### src/rtl/seq_vec_mat_mult.sv
// Sequential vector-by-matrix multiplier: result[j] = sum_i multiply(vec[i], mat[i][j]) using LANES shared multipliers.
// Define VMM_EMIT_SCALE_EN to build the emit port and the fused per-state emission SCALE stage.
package vmm_defs;
    localparam int HIDDEN_STATES = 4;
    localparam int DATA_PREC     = 8;
endpackage

module seq_vec_mat_mult
    import vmm_defs::*;
#(
    parameter int N     = HIDDEN_STATES,
    parameter int W     = DATA_PREC,
    parameter int LANES = 1
) (
    input  logic                       clk,
    input  logic                       rst,
    input  logic                       in_valid,
    output logic                       in_ready,
    input  logic [N-1:0][W-1:0]        vec,
    input  logic [N-1:0][N-1:0][W-1:0] mat,
`ifdef VMM_EMIT_SCALE_EN
    input  logic [N-1:0][W-1:0]        emit,
`endif
    output logic                       out_valid,
    input  logic                       out_ready,
    output logic [N-1:0][W-1:0]        result,
    output logic                       busy
);

    localparam int LANES_SAFE = (LANES < 1) ? 1 : LANES;
    localparam int GROUPS     = N / LANES_SAFE;
    localparam int RW         = (N > 1) ? $clog2(N) : 1;
    localparam int GW         = (GROUPS > 1) ? $clog2(GROUPS) : 1;
    localparam logic [RW-1:0] ROW_LAST = RW'(N - 1);
    localparam logic [GW-1:0] GRP_LAST = GW'(GROUPS - 1);

    if (LANES < 1 || LANES > N || (N % LANES_SAFE) != 0) begin : g_bad_lanes
        $error("seq_vec_mat_mult: LANES must satisfy 1 <= LANES <= N and N %% LANES == 0");
    end

    // Unsigned fixed point with W-1 fraction bits (ONE = 2^(W-1)); product truncated to W bits.
    function automatic logic [W-1:0] multiply(input logic [W-1:0] a, input logic [W-1:0] b);
        logic [2*W-1:0] w_full;
        w_full = {{W{1'b0}}, a} * {{W{1'b0}}, b};
        return w_full[W-1 +: W];
    endfunction

    typedef enum logic [1:0] {
        S_IDLE,
        S_RUN,
        S_SCALE,
        S_DONE
    } state_t;

    state_t                       r_state;
    state_t                       w_next_state;
    logic [N-1:0][W-1:0]          r_vec;
    logic [N-1:0][N-1:0][W-1:0]   r_mat;
    logic [N-1:0][W-1:0]          r_acc;
    logic [RW-1:0]                r_row;
    logic [GW-1:0]                r_grp;
    logic [RW-1:0]                w_col [LANES_SAFE];
    logic                         w_accept;
    logic                         w_row_last;
    logic                         w_grp_last;
`ifdef VMM_EMIT_SCALE_EN
    logic [N-1:0][W-1:0]          r_emit;
`endif

    for (genvar l = 0; l < LANES_SAFE; l++) begin : g_col
        assign w_col[l] = RW'(int'(r_grp) * LANES_SAFE + l);
    end

    assign w_accept   = in_valid && in_ready;
    assign w_row_last = (r_row == ROW_LAST);
    assign w_grp_last = (r_grp == GRP_LAST);
    assign result     = r_acc;

    always_ff @(posedge clk) begin
        if (rst) begin
            r_state <= S_IDLE;
        end else begin
            r_state <= w_next_state;
        end
    end

    always_comb begin
        // NOTE: every output of this block gets a default first, so no path can infer a latch.
        w_next_state = r_state;
        in_ready     = 1'b0;
        out_valid    = 1'b0;
        busy         = 1'b0;
        case (r_state)
            S_IDLE: begin
                in_ready = !rst;
                if (w_accept) begin
                    w_next_state = S_RUN;
                end
            end
            S_RUN: begin
                busy = 1'b1;
                if (w_row_last && w_grp_last) begin
`ifdef VMM_EMIT_SCALE_EN
                    w_next_state = S_SCALE;
`else
                    w_next_state = S_DONE;
`endif
                end
            end
            S_SCALE: begin
                busy = 1'b1;
                if (w_grp_last) begin
                    w_next_state = S_DONE;
                end
            end
            S_DONE: begin
                out_valid = 1'b1;
                if (out_ready) begin
                    w_next_state = S_IDLE;
                end
            end
            default: w_next_state = S_IDLE;
        endcase
    end

    always_ff @(posedge clk) begin
        if (rst) begin
            // NOTE: operand and accumulator arrays are plain flops, cleared so result reads 0 right after reset.
            r_vec <= '0;
            r_mat <= '0;
            r_acc <= '0;
            r_row <= '0;
            r_grp <= '0;
`ifdef VMM_EMIT_SCALE_EN
            r_emit <= '0;
`endif
        end else begin
            case (r_state)
                S_IDLE: begin
                    if (w_accept) begin
                        r_vec <= vec;
                        r_mat <= mat;
                        r_acc <= '0;
                        r_row <= '0;
                        r_grp <= '0;
`ifdef VMM_EMIT_SCALE_EN
                        r_emit <= emit;
`endif
                    end
                end
                S_RUN: begin
                    // NOTE: non-blocking updates; each lane reads the accumulator value from before this edge.
                    for (int l = 0; l < LANES_SAFE; l++) begin
                        r_acc[w_col[l]] <= r_acc[w_col[l]] + multiply(r_vec[r_row], r_mat[r_row][w_col[l]]);
                    end
                    if (w_row_last) begin
                        r_row <= '0;
                        r_grp <= w_grp_last ? '0 : r_grp + GW'(1);
                    end else begin
                        r_row <= r_row + RW'(1);
                    end
                end
`ifdef VMM_EMIT_SCALE_EN
                S_SCALE: begin
                    for (int l = 0; l < LANES_SAFE; l++) begin
                        r_acc[w_col[l]] <= multiply(r_acc[w_col[l]], r_emit[w_col[l]]);
                    end
                    r_grp <= w_grp_last ? '0 : r_grp + GW'(1);
                end
`endif
                default: ;
            endcase
        end
    end

endmodule

### config.mk
export PLATFORM = sky130hd
export DESIGN_NAME = seq_vec_mat_mult
export DESIGN_NICKNAME = d
export VERILOG_FILES = /design/src/rtl/seq_vec_mat_mult.sv
export SDC_FILE = /design/constraint.sdc
export NUM_CORES = 1
export LEC_CHECK = 0
export CAP_MARGIN = 30
export CORE_ASPECT_RATIO = 0.9
export CORE_MARGIN = 3
export CORE_UTILIZATION = 48
export DETAILED_ROUTE_END_ITERATION = 8
export GPL_TIMING_DRIVEN = 0
export PLACE_DENSITY = 0.79
export SYNTH_ARGS = -nofsm -noshare
export SYNTH_HDL_FRONTEND = slang
export SYNTH_SLANG_ARGS = --single-unit
export TNS_END_PERCENT = 100
### constraint.sdc
create_clock -name clk -period 6.8 [get_ports clk]
set_clock_uncertainty 0.15 [all_clocks]
set_input_delay 1.02 -clock clk [delete_from_list [all_inputs] [get_ports clk]]
set_output_delay 1.02 -clock clk [all_outputs]
set_load 0.01 [all_outputs]
==> results list, run 1 <==
* Outcome: finished, violations left
* Failing checks: negative setup slack
- STA classifies the critical path endpoint as a flop.
- First-pass GRT wire length: 54.9 mm
* Number of levels the H-tree was split into: 4
- Final critical path time including I/O delays and setup: about 7400 ps
- Worst Path Arrival: 7620 ps
- Routed via count: 9995
- Dividing the detail-routed via count by the number of cells gives 5.70.
- After floorplanning, the core was sized to cover 22100 um^2.
- When the netlist entered floorplanning its net count stood at 1442.
- In this run the worst path has a maximum fanout of 10.
- Initial antenna violation count: 1
- Global router's overall resource usage: 0.291
* Tightest Hold Check Type: flop to flop
- For the pin with the worst max-slew slack, the measured transition is ~940 ps.
- For this configuration, the core starts out at a cell density of 0.497.
- Of the total power, combinational logic draws 0.361.
- NetSw: 1.48 mW
- Number of nets still failing antenna checks after routing: 0
* CP Class: flop to flop
- Gr ovfl total: 0
- Part of the total power dissipated in the clock network: 0.270
- Once layout is complete, the utilization of the core stands at 0.670.
- Row generation in the floorplan step produced about 50 rows.
* Worst setup margin: -580 ps
* Number of ports placed on the die boundary: slightly below 200
- Worst VDD drop: 0.181 mV
- Final setup fails: 16
- During placement, the flow inserted port buffers numbering between 150 and 200.
* Clock sinks: between 150 and 200
- Of the synthesized area, sequential elements account for 0.361.
* Final hold violation count: 0
- Ratio of final minimum period to clock period: 1.09
- TNS Setup: -5980 ps
* Max Clock Freq: 136 MHz
* Post-route total power: ~4 mW
- Full die area: 24700 um^2
- Cells after Synth: 1195
- In the synthesized netlist the async set-or-reset flop fraction comes to 0.
- Die height: 149 um
* Pwr Density: 270 nW/um^2
- The area growth from synthesis to layout is 34.7%.
- Across the run, the number of max-cap violations was 0.
* Primary FF master, synth: sky130_fd_sc_hd__dfxtp_1
- Of the cells placed in the final design, the portion with a size suffix greater than 1 is 0.141.
* Number of buffers on the longest clock path: 2
* Static Leak: approximately 6.5 nW
- After synthesis the netlist holds a flip-flop and latch count of approximately 200.
- Post-route DRC violation count: 0
- Detailed placement HPWL: 25.4 mm
- The final max-slew violation count was 0.
- The share of total power dissipated in sequential elements is 0.369.
* Root buffer cell: sky130_fd_sc_hd__clkbuf_16
- Warnings, synthesis: 0
* Switching Fraction: 0.371
- The clock reaches the later pin of the worst-skew pair after 450 ps.
- Setup repair after global routing could not meet its margin everywhere.
* Via count of the first global-routing pass: between 10000 and 15000
- Yosys mapped a number of flops with a built-in enable equal to 0.
* Pin count of the biggest net entering global routing: 24
- Worst setup slack after placement: -969 ps
* Layout Nets: roughly 1700
* Design internal power: 2.52 mW
* Clock input transition at the sequential cells of the worst setup and hold paths: 80 ps
- The congestion estimate from routability-driven global placement came to 0.892.
- Hold bufs inserted after CTS: 0
* Final-layout worst hold slack: 326 ps
- In this run, CTS created clock tree buffers numbering 17.
- Mean cell area of the mapped netlist: 9.19 um^2
* Iteration-0 DRC count of the detailed router: 937
* Cell area after synthesis: 11000 um^2
- Crit path launch type: flop
* Slack of the worst reg-to-reg path: -580 ps
- Required time at the worst-slack endpoint: 7040 ps
- The first detailed-routing pass took 5 iterations.
* CTS tree: built
* Top library cells by usage in the layout, fill and taps aside: sky130_fd_sc_hd__nand2_1, sky130_fd_sc_hd__clkdlybuf4s50_1, sky130_fd_sc_hd__dfxtp_1
- In this run the tightest slew margin relative to its limit is 0.367.
* Most common cell after layout, fill and taps aside: sky130_fd_sc_hd__nand2_1
- Routed wire length: 35.8 mm
- Number of distinct library cells after synthesis: 49
* Detailed-route wire length per cell: 20.4 um
- Width of the chip: 165 um
[per-layer routing]
metal	vias to the layer above	share of wire	track usage
met5	-	0	0
met4	0	0.041	0.115
met3	105	0.092	0.0673
met2	525	0.47	0.463
met1	4799	0.40	0.385
li1	4566	-	-
[synthesized netlist by cell type, drive strengths merged (2+ instances only)]
cell type | instances | area (um^2)
mux4 | 54 | 1220
and2 | 53 | 332
ha | 48 | 601
o21a | 2 | 15.0
nand3b | 160 | 1200
buf | 16 | 97.6
nand2 | 342 | 1280
inv | 44 | 165
nand2b | 5 | 31.3
a32oi | 6 | 52.6
a21oi | 11 | 58.8
a221oi | 2 | 35.0
a22oi | 27 | 216
xnor2 | 11 | 96.3
xor2 | 2 | 17.5
a211oi | 5 | 37.5
nor3 | 6 | 30.0
clkbuf | 61 | 229
a21o | 8 | 60.1
a221o | 4 | 40.0
nand3 | 6 | 30.0
a22o | 2 | 17.5
dfxtp | 198 | 3960
nor2 | 41 | 154
or2 | 3 | 18.8
o21ai | 16 | 83.8
nor2b | 10 | 62.6
and3 | 6 | 37.5
fa | 35 | 701
[power groups by stage]
stage	Clock (mW)	Sequential (mW)	Combinational, mW
6_report	1.08	1.47	1.44
5_1_grt	1.13	1.49	1.56
4_1_cts	1.08	1.47	1.32
3_5_place_dp	0	1.49	1.21
3_3_place_gp	0	1.48	1.18
2_1_floorplan	0	1.45	0.797
[final timing paths]
| kind | from | endpoint | cells past startpoint |
|---|---|---|---|
| hold reg to reg | r_mat[10] | r_mat[10] | 2 |
| hold / removal | r_mat[10] | r_mat[10] | 2 |
| setup reg to reg | r_grp[1] | result[31] | 26 |
| setup / recovery | r_grp[1] | result[31] | 26 |
[logic make-up after synthesis]
| kind of cell | synth area share |
|---|---|
| compound gates | 0.0609 |
| fa+ha+maj | 0.119 |
| xor+xnor | 0.0104 |
| buf+inv | 0.0448 |
| mux | 0.112 |
| flops | 0.361 |
| simple gates | 0.293 |
[cell type report]
cell class | count | area, um^2
Clock buffer | 17 | 425
Sequential cell | 198 | 3970
Inverter | 44 | 165
Clock inverter | 15 | 210
Timing Repair Buffer | 237 | 2340
Tap cell | 291 | 364
Buffer | 76 | 430
Fill cell | 1700 | 7290
Antenna cell | 1 | 2.50
Multi-Input combinational cell | 876 | 6880
[stage by stage]
| step | instances | instance area (um^2) |
|---|---|---|
| final | 1755 | 14800 |
| after global placement | 1684 | 13400 |
| after global routing | 1755 | 14800 |
| after CTS | 1737 | 14400 |
| after detailed placement | 1684 | 13400 |
| after floorplan | 1195 | 11100 |
[registers in the layout, indices dropped and copies added (netlist names)]
name and flops:
r_state 2, r_row 2, r_grp 2, r_vec 32, result 32, r_mat 128
[critical path, stage by stage, from the launching register on]
cell	delay (ps)
sky130_fd_sc_hd__dfxtp_1	390
sky130_fd_sc_hd__clkbuf_1	550
sky130_fd_sc_hd__clkbuf_2	450
sky130_fd_sc_hd__mux4_2	480
sky130_fd_sc_hd__and2_4	210
sky130_fd_sc_hd__fa_1	520
sky130_fd_sc_hd__inv_1	50
sky130_fd_sc_hd__fa_1	500
sky130_fd_sc_hd__inv_2	40
sky130_fd_sc_hd__fa_1	530
sky130_fd_sc_hd__inv_1	60
sky130_fd_sc_hd__fa_1	500
sky130_fd_sc_hd__inv_2	50
sky130_fd_sc_hd__ha_4	220
sky130_fd_sc_hd__a21o_1	220
sky130_fd_sc_hd__a221oi_4	330
sky130_fd_sc_hd__buf_12	160
sky130_fd_sc_hd__nor2b_2	50
sky130_fd_sc_hd__o21ai_1	120
sky130_fd_sc_hd__a21oi_1	100
sky130_fd_sc_hd__ha_1	380
sky130_fd_sc_hd__buf_12	130
sky130_fd_sc_hd__o21ai_4	70
sky130_fd_sc_hd__o21ai_2	210
sky130_fd_sc_hd__nand4_1	300
sky130_fd_sc_hd__a211oi_1	390
sky130_fd_sc_hd__a221o_1	170
[what timing repair did]
action / in CTS / in global routing
gates resized for setup: 53 / 38
pin swaps: 37 / 22
endpoints found under the setup margin: 24 / 24
cloned: 1 / 0
buffers inserted: 20 / 18
No activity file was read; power rests on OpenSTA's default activity.
==> inputs of run 2 (changes only) <==
Settings changed: GPL_TIMING_DRIVEN 0 to default.
==> results list, run 2 (synthesized netlist as in run 1, its figures left out) <==
- For the worst setup path, the data arrival time is 7030 ps.
- During I/O placement, the number of pins put on the boundary was between 150 and 200.
- Worst VDD drop: about 0.16 mV
- Number of non-filler instances in the completed layout: 1675
- Detailed-route wire length per cell: 18.8 um
- The internal power of the cells totals 2.47 mW.
- The number of hold violations in the final report came to 0.
- Walking the worst path, the cells encountered are buf_12 -> mux4_2 -> mux4_2 -> and2_4 -> fa_1 -> inv_1 -> fa_1 -> inv_2 -> fa_1 -> inv_1 -> fa_1 -> inv_2 -> ha_4 -> a21o_1 -> a221oi_4 -> buf_4 -> o21ai_1 -> a21oi_2 -> ha_1 -> a21boi_2 -> o21a_1 -> or3_4 -> a32oi_1 -> nor2_1.
* Outcome: finished, violations left
- Grouping stages by cell kind, the critical path spends the most delay in adder cells.
* Met1 usage in global routing: 0.362
- Placeable core region: 22100 um^2
- Required time at the worst-slack endpoint: 6970 ps
- For this configuration, the core starts out at a cell density of 0.497.
- The first global-routing pass estimated 49.5 mm of wire.
* Rows: 51
- Routability-driven placement finished with a final weighted congestion of 0.875.
- In this run the number of H-tree levels came out at 4.
* Critical Path Max Stage Delay: 570 ps
- Clock buffer count from CTS: 17
* Combined flip-flop and latch cell area: 3970 um^2
* Via count of the first global-routing pass: around 9200
* Buffer and inverter count on the worst path: 6
- At the pin with the least slew margin, the transition time is 970 ps.
* Top library cells by usage in the layout, fill and taps aside: sky130_fd_sc_hd__nand2_1, sky130_fd_sc_hd__clkdlybuf4s50_1, sky130_fd_sc_hd__dfxtp_1
- Worst setup margin: -62.1 ps
* Routed wire length: 31.4 mm
- Among all stages on the critical path, the largest delay is contributed by sky130_fd_sc_hd__mux4_2.
* Drt first pass iters: 7
* Post-route DRC violation count: 0
- Layer carrying the most global-route usage: met2
- Detailed placement HPWL: approximately 23 mm
- Placed cell area: 13300 um^2
* Pwr Density: 270 nW/um^2
- CP Class: flop to flop
* Most common cell after layout, fill and taps aside: sky130_fd_sc_hd__nand2_1
- Max Clock Freq: 146 MHz
- Ant diodes: 0
- Width of the chip: 165 um
* Routed via count: 9485
* Gr ovfl total: 0
* Number of buffers on the longest clock path: 2
- NetSw: 1.34 mW
- Root buffer cell: sky130_fd_sc_hd__clkbuf_16
- Of the total power, the clock network draws 0.284.
- TritonCTS built the clock tree.
- Failing checks: negative setup slack
* Share of power burned in registers: 0.390
- Clock input transition at the sequential cells of the worst setup and hold paths: 80 ps
- Relative to the synthesized area, the layout overhead comes to 28.9%.
* Max-slew violation count: 0
* Worst r2r path cells: 24
- Ratio of cells with drive above 1 in the final layout: 0.121
- Global router's overall resource usage: 0.257
- In the global route stage, met2 resource usage came out at 0.410.
- Buffers inserted to repair hold after CTS numbered 0.
- Setup violations remaining at the end of the flow were counted as 8.
- Post-route total power: 3.82 mW
- Counting the fill cells in the layout gives around 1800.
- Switching Fraction: 0.352
* Die height: between 100 and 150 um
* Final critical path time including I/O delays and setup: around 6900 ps
- Hold timing on the final database bottoms out at a slack of around 320 ps.
* Flip-flop count of the largest register, all copies and words added: 128
- Initial antenna violation count: 0
* Largest reg by FF count: r_mat
- The number of placed instances, taps included, is 1640.
- For this run, the post-layout net count is 1618.
- In this run the number of cells on the critical path is 24.
* GR met3 Demand/Resource: 0.0404
- In this run the static leakage power is 6.24 nW.
- The floorplan step defined a die boundary enclosing around 25000 um^2.
- Max-cap violations in this run came to 0.
* Crit path launch type: flop
- Hold depth: 2
- Clock sinks: 198
- For the worst-skew pair, the clock arrives at the later sink with an insertion delay of 450 ps.
- Iteration-0 DRC count of the detailed router: 882
- Pin count of the biggest net entering global routing: around 130
- Most used cell, CP: sky130_fd_sc_hd__fa_1
* Area occupied by multi-input gates: 6690 um^2
- Ratio of final minimum period to clock period: 1.01
- Routed via count divided by cell count: 5.66
* TNS Setup: -245 ps
- In this run the remaining antenna-violating nets after routing total 0.
- Proportion of power drawn by combinational gates: 0.326
- Unrepaired setup endpoints after global routing: true
* Crit-path max FO: 6
* Number of buffer cells added on primary ports: 198
- Tightest Hold Check Type: flop to flop
* Final cell area excluding filler cells: 14200 um^2
- Worst slew slack as a fraction of its limit: 0.353
- STA classifies the critical path endpoint as a flop.
## run 2: metrics by stage
stage | util | worst slack (ps)
finish | 0.641 | -62.1
global route | 0.641 | -285
CTS | 0.634 | -44.1
detailed placement | 0.604 | -198
global placement | 0.603 | 3.85
floorplan | - | 11.5
## run 2: power groups by stage
stage	clock, mW	combinational [mW]	sequential (mW)
global route	1.13	1.36	1.51
floorplan	0	0.797	1.45
CTS	1.09	1.21	1.49
detailed placement	0	1.18	1.51
finish	1.08	1.24	1.49
global placement	0	1.15	1.50
## run 2: worst paths after layout
check | start | to | slack, ps
worst min register to register | r_vec[5] | r_vec[5] | 320
worst min-delay path | r_vec[5] | r_vec[5] | 320
worst max register to register | r_row[1] | result[22] | -60
worst max-delay path | r_row[1] | result[22] | -60
## run 2: worst register-to-register path, stage by stage, from the launching register on
cell	delay, ps
sky130_fd_sc_hd__dfxtp_4	420
sky130_fd_sc_hd__buf_12	140
sky130_fd_sc_hd__mux4_2	500
sky130_fd_sc_hd__mux4_2	570
sky130_fd_sc_hd__and2_4	180
sky130_fd_sc_hd__fa_1	530
sky130_fd_sc_hd__inv_1	50
sky130_fd_sc_hd__fa_1	490
sky130_fd_sc_hd__inv_2	40
sky130_fd_sc_hd__fa_1	520
sky130_fd_sc_hd__inv_1	50
sky130_fd_sc_hd__fa_1	490
sky130_fd_sc_hd__inv_2	50
sky130_fd_sc_hd__ha_4	240
sky130_fd_sc_hd__a21o_1	190
sky130_fd_sc_hd__a221oi_4	390
sky130_fd_sc_hd__buf_4	180
sky130_fd_sc_hd__o21ai_1	90
sky130_fd_sc_hd__a21oi_2	160
sky130_fd_sc_hd__ha_1	280
sky130_fd_sc_hd__a21boi_2	180
sky130_fd_sc_hd__o21a_1	180
sky130_fd_sc_hd__or3_4	360
sky130_fd_sc_hd__a32oi_1	240
sky130_fd_sc_hd__nor2_1	60
## run 2: cell type report
type | instances | share of cell area
Multi-Input combinational cell | 876 | 0.473
Sequential cell | 198 | 0.281
Timing Repair Buffer | 234 | 0.165
Clock buffer | 17 | 0.0301
Tap cell | 291 | 0.0257
Clock inverter | 15 | 0.0148
Inverter | 44 | 0.0117
## run 2: layer usage
metal,vias to the layer above,share of wire
met5,-,0
met4,0,0.022
met3,51,0.071
met2,397,0.48
met1,4630,0.43
li1,4407,-
## run 2: timing repair
| item | in CTS | in global routing |
|---|---|---|
| pin swaps | 3 | 21 |
| buffers inserted | 1 | 1 |
| resized for setup | 8 | 32 |
| gates cloned | 0 | 1 |
| setup endpoints to repair | 8 | 17 |
==> inputs of run 3 (changes only) <==
--- a/config.mk
+++ b/config.mk
@@ -6,4 +6,5 @@
 export NUM_CORES = 1
 export LEC_CHECK = 0
+export ABC_CLOCK_PERIOD_IN_PS = 6800
 export CAP_MARGIN = 30
 export CORE_ASPECT_RATIO = 0.9
@@ -12,4 +13,5 @@
 export DETAILED_ROUTE_END_ITERATION = 8
 export PLACE_DENSITY = 0.79
+export SKIP_CTS_REPAIR_TIMING = 1
 export SYNTH_ARGS = -nofsm -noshare
 export SYNTH_HDL_FRONTEND = slang
==> constraint.sdc (replaced) <==
create_clock -name clk -period 6.8 [get_ports clk]
set_clock_uncertainty 0.15 [all_clocks]
set_input_delay 2.04 -clock clk [delete_from_list [all_inputs] [get_ports clk]]
set_output_delay 2.04 -clock clk [all_outputs]
set_load 0.01 [all_outputs]
==> results list, run 3 (synthesized netlist as in run 1, its figures left out) <==
- Final hold violation count: 0
- GPL Wtd Cong: 0.897
* Layout Nets: 1620
* Post-route DRC violation count: 0
* Number of levels the H-tree was split into: 4
- Largest reg by FF count: r_mat
- Root buffer cell: sky130_fd_sc_hd__clkbuf_16
- The core region is 22100 um^2.
- Ant diodes: 0
- The area growth from synthesis to layout is 29.2%.
* Initial antenna violation count: 0
* Worst Path Arrival: 7100 ps
* Width of the chip: 165 um
- The final reports fail on negative setup slack.
- For this run, the total global-route usage over all layers was measured as 0.254.
* Pin count of the biggest net entering global routing: 133
* Routed via count divided by cell count: 5.57
- In the final layout, the share of cells above drive strength 1 is 0.127.
* Detailed placement HPWL: 22.3 mm
- Summing all placed instances gives a cell area of 13300 um^2.
- The worst register-to-register path has a depth of 25.
- Of all nets on the critical path, the largest fanout is 8.
- After the first detailed-routing iteration, the DRC count stood at 778.
- The register with the most flip-flops in the layout has 128 of them.
- Buffers inserted during clock tree synthesis total 17.
- Fill cells in the final layout number between 1500 and 2000.
- Max-slew violation count: 0
* Gr ovfl total: 0
* Clock input transition at the sequential cells of the worst setup and hold paths: around 70 ps
- Top library cells by usage in the layout, fill and taps aside: sky130_fd_sc_hd__nand2_1, sky130_fd_sc_hd__clkdlybuf4s50_1, sky130_fd_sc_hd__dfxtp_1
* Required time at the worst-slack endpoint: 6980 ps
- The number of global-route vias before repair was 9164.
* Number of buffers on the longest clock path: 2
- Die height: about 150 um
- Pwr Density: between 200 and 300 nW/um^2
- The worst-case IR drop observed on VDD is 0.146 mV.
* Number of buffer cells added on primary ports: between 150 and 200
* Final critical path time including I/O delays and setup: 6920 ps
- Setup repair after global routing could not meet its margin everywhere.
- For this design, the sink count on the clock tree is around 200.
- The tool flagged a number of max-cap violations equal to 0.
* Final-layout worst hold slack: 326 ps
- Tightest Hold Check Type: flop to flop
- After detailed routing, the average wire length per cell comes to ~19 um.
* Transition at the pin with the smallest max-transition slack: 997 ps
- Outcome: finished, violations left
- The first detailed-routing pass took 5 iterations.
* Worst slew slack as a fraction of its limit: 0.335
- CP Class: flop to flop
- Routed via count: 9334
- Initial standard-cell utilization of the core: 0.497
* Final setup fails: 6
- Final cell area excluding filler cells: 14200 um^2
* Number of nets still failing antenna checks after routing: 0
- Ratio of final minimum period to clock period: 1.02
- Crit path launch type: flop
- Hold depth: 2
* CTS tree: built
- Max Clock Freq: 145 MHz
- After floorplanning, the core was divided into 51 placement rows.
- Post-route total power: 3.80 mW
- 199 I/O pins were placed.
- Crit path capture type: flop
- Full die area: roughly 25000 um^2
* Static Leak: 6.24 nW
- First-pass GRT wire length: 48.8 mm
* Worst-skew pair later-pin latency: 440 ps
- Worst setup margin: -119 ps
- The final layout contains routed wiring with a total length of between 30 and 40 mm.
* Most common cell after layout, fill and taps aside: sky130_fd_sc_hd__nand2_1
==> run 3: layout make-up <==
class	count	area (um^2)	area share
inverters	44	165	0.0116
multi-input cells	876	6730	0.474
repair buffers	236	2340	0.165
clock buffers	18	429	0.0303
flip-flops and latches	198	3970	0.280
clock inverters	14	186	0.0131
well taps	291	364	0.0257
==> run 3: critical path: stages, from the launching register on <==
cell and delay [ps]:
sky130_fd_sc_hd__dfxtp_4 400, sky130_fd_sc_hd__buf_12 150, sky130_fd_sc_hd__mux4_2 500, sky130_fd_sc_hd__mux4_2 580, sky130_fd_sc_hd__and2_1 210, sky130_fd_sc_hd__fa_1 460, sky130_fd_sc_hd__fa_1 520, sky130_fd_sc_hd__fa_1 530
sky130_fd_sc_hd__inv_1 60, sky130_fd_sc_hd__fa_1 520, sky130_fd_sc_hd__inv_1 60, sky130_fd_sc_hd__ha_4 260, sky130_fd_sc_hd__nand3_1 100, sky130_fd_sc_hd__a31oi_2 60, sky130_fd_sc_hd__a221oi_4 370, sky130_fd_sc_hd__nor2b_2 90
sky130_fd_sc_hd__nor2_2 120, sky130_fd_sc_hd__xnor2_1 80, sky130_fd_sc_hd__ha_1 360, sky130_fd_sc_hd__o21ai_2 100, sky130_fd_sc_hd__nor2_2 150, sky130_fd_sc_hd__nor2b_2 80, sky130_fd_sc_hd__nor4_4 270, sky130_fd_sc_hd__buf_4 190
sky130_fd_sc_hd__nor3_2 50, sky130_fd_sc_hd__a221o_1 350
==> run 3: through the flow <==
step	TNS [ps]	setup WS (ps)	util	instances
after floorplan	0	11.5	-	1195
after global placement	-52.2	-9.92	0.603	1636
after detailed placement	-1320	-195	0.603	1636
after CTS	-1940	-298	0.631	1668
after global routing	-2780	-383	0.643	1677
final	-356	-119	0.643	1677
==> run 3: power by group <==
group          leakage (nW)  internal (mW)  switching (mW)
combinational          4.32          0.571           0.699
sequential             1.63           1.36           0.128
clock                 0.291          0.532           0.516
==> run 3: worst paths after layout <==
| path | start | to | slack (ps) |
|---|---|---|---|
| worst min-delay path | r_vec[3] | r_vec[3] | 330 |
| worst max-delay path | r_row[1] | result[15] | -120 |
| worst min register to register | r_vec[3] | r_vec[3] | 330 |
| worst max register to register | r_row[1] | result[15] | -120 |
==> run 3: routing by layer <==
metal	GRT usage	part of all wire	wire (um)	vias to the layer above
li1	-	-	-	4403
met1	0.348	0.43	13600	4536
met2	0.415	0.49	15400	350
met3	0.0415	0.063	1980	45
met4	0.0744	0.020	618	0
met5	0	0	0	-
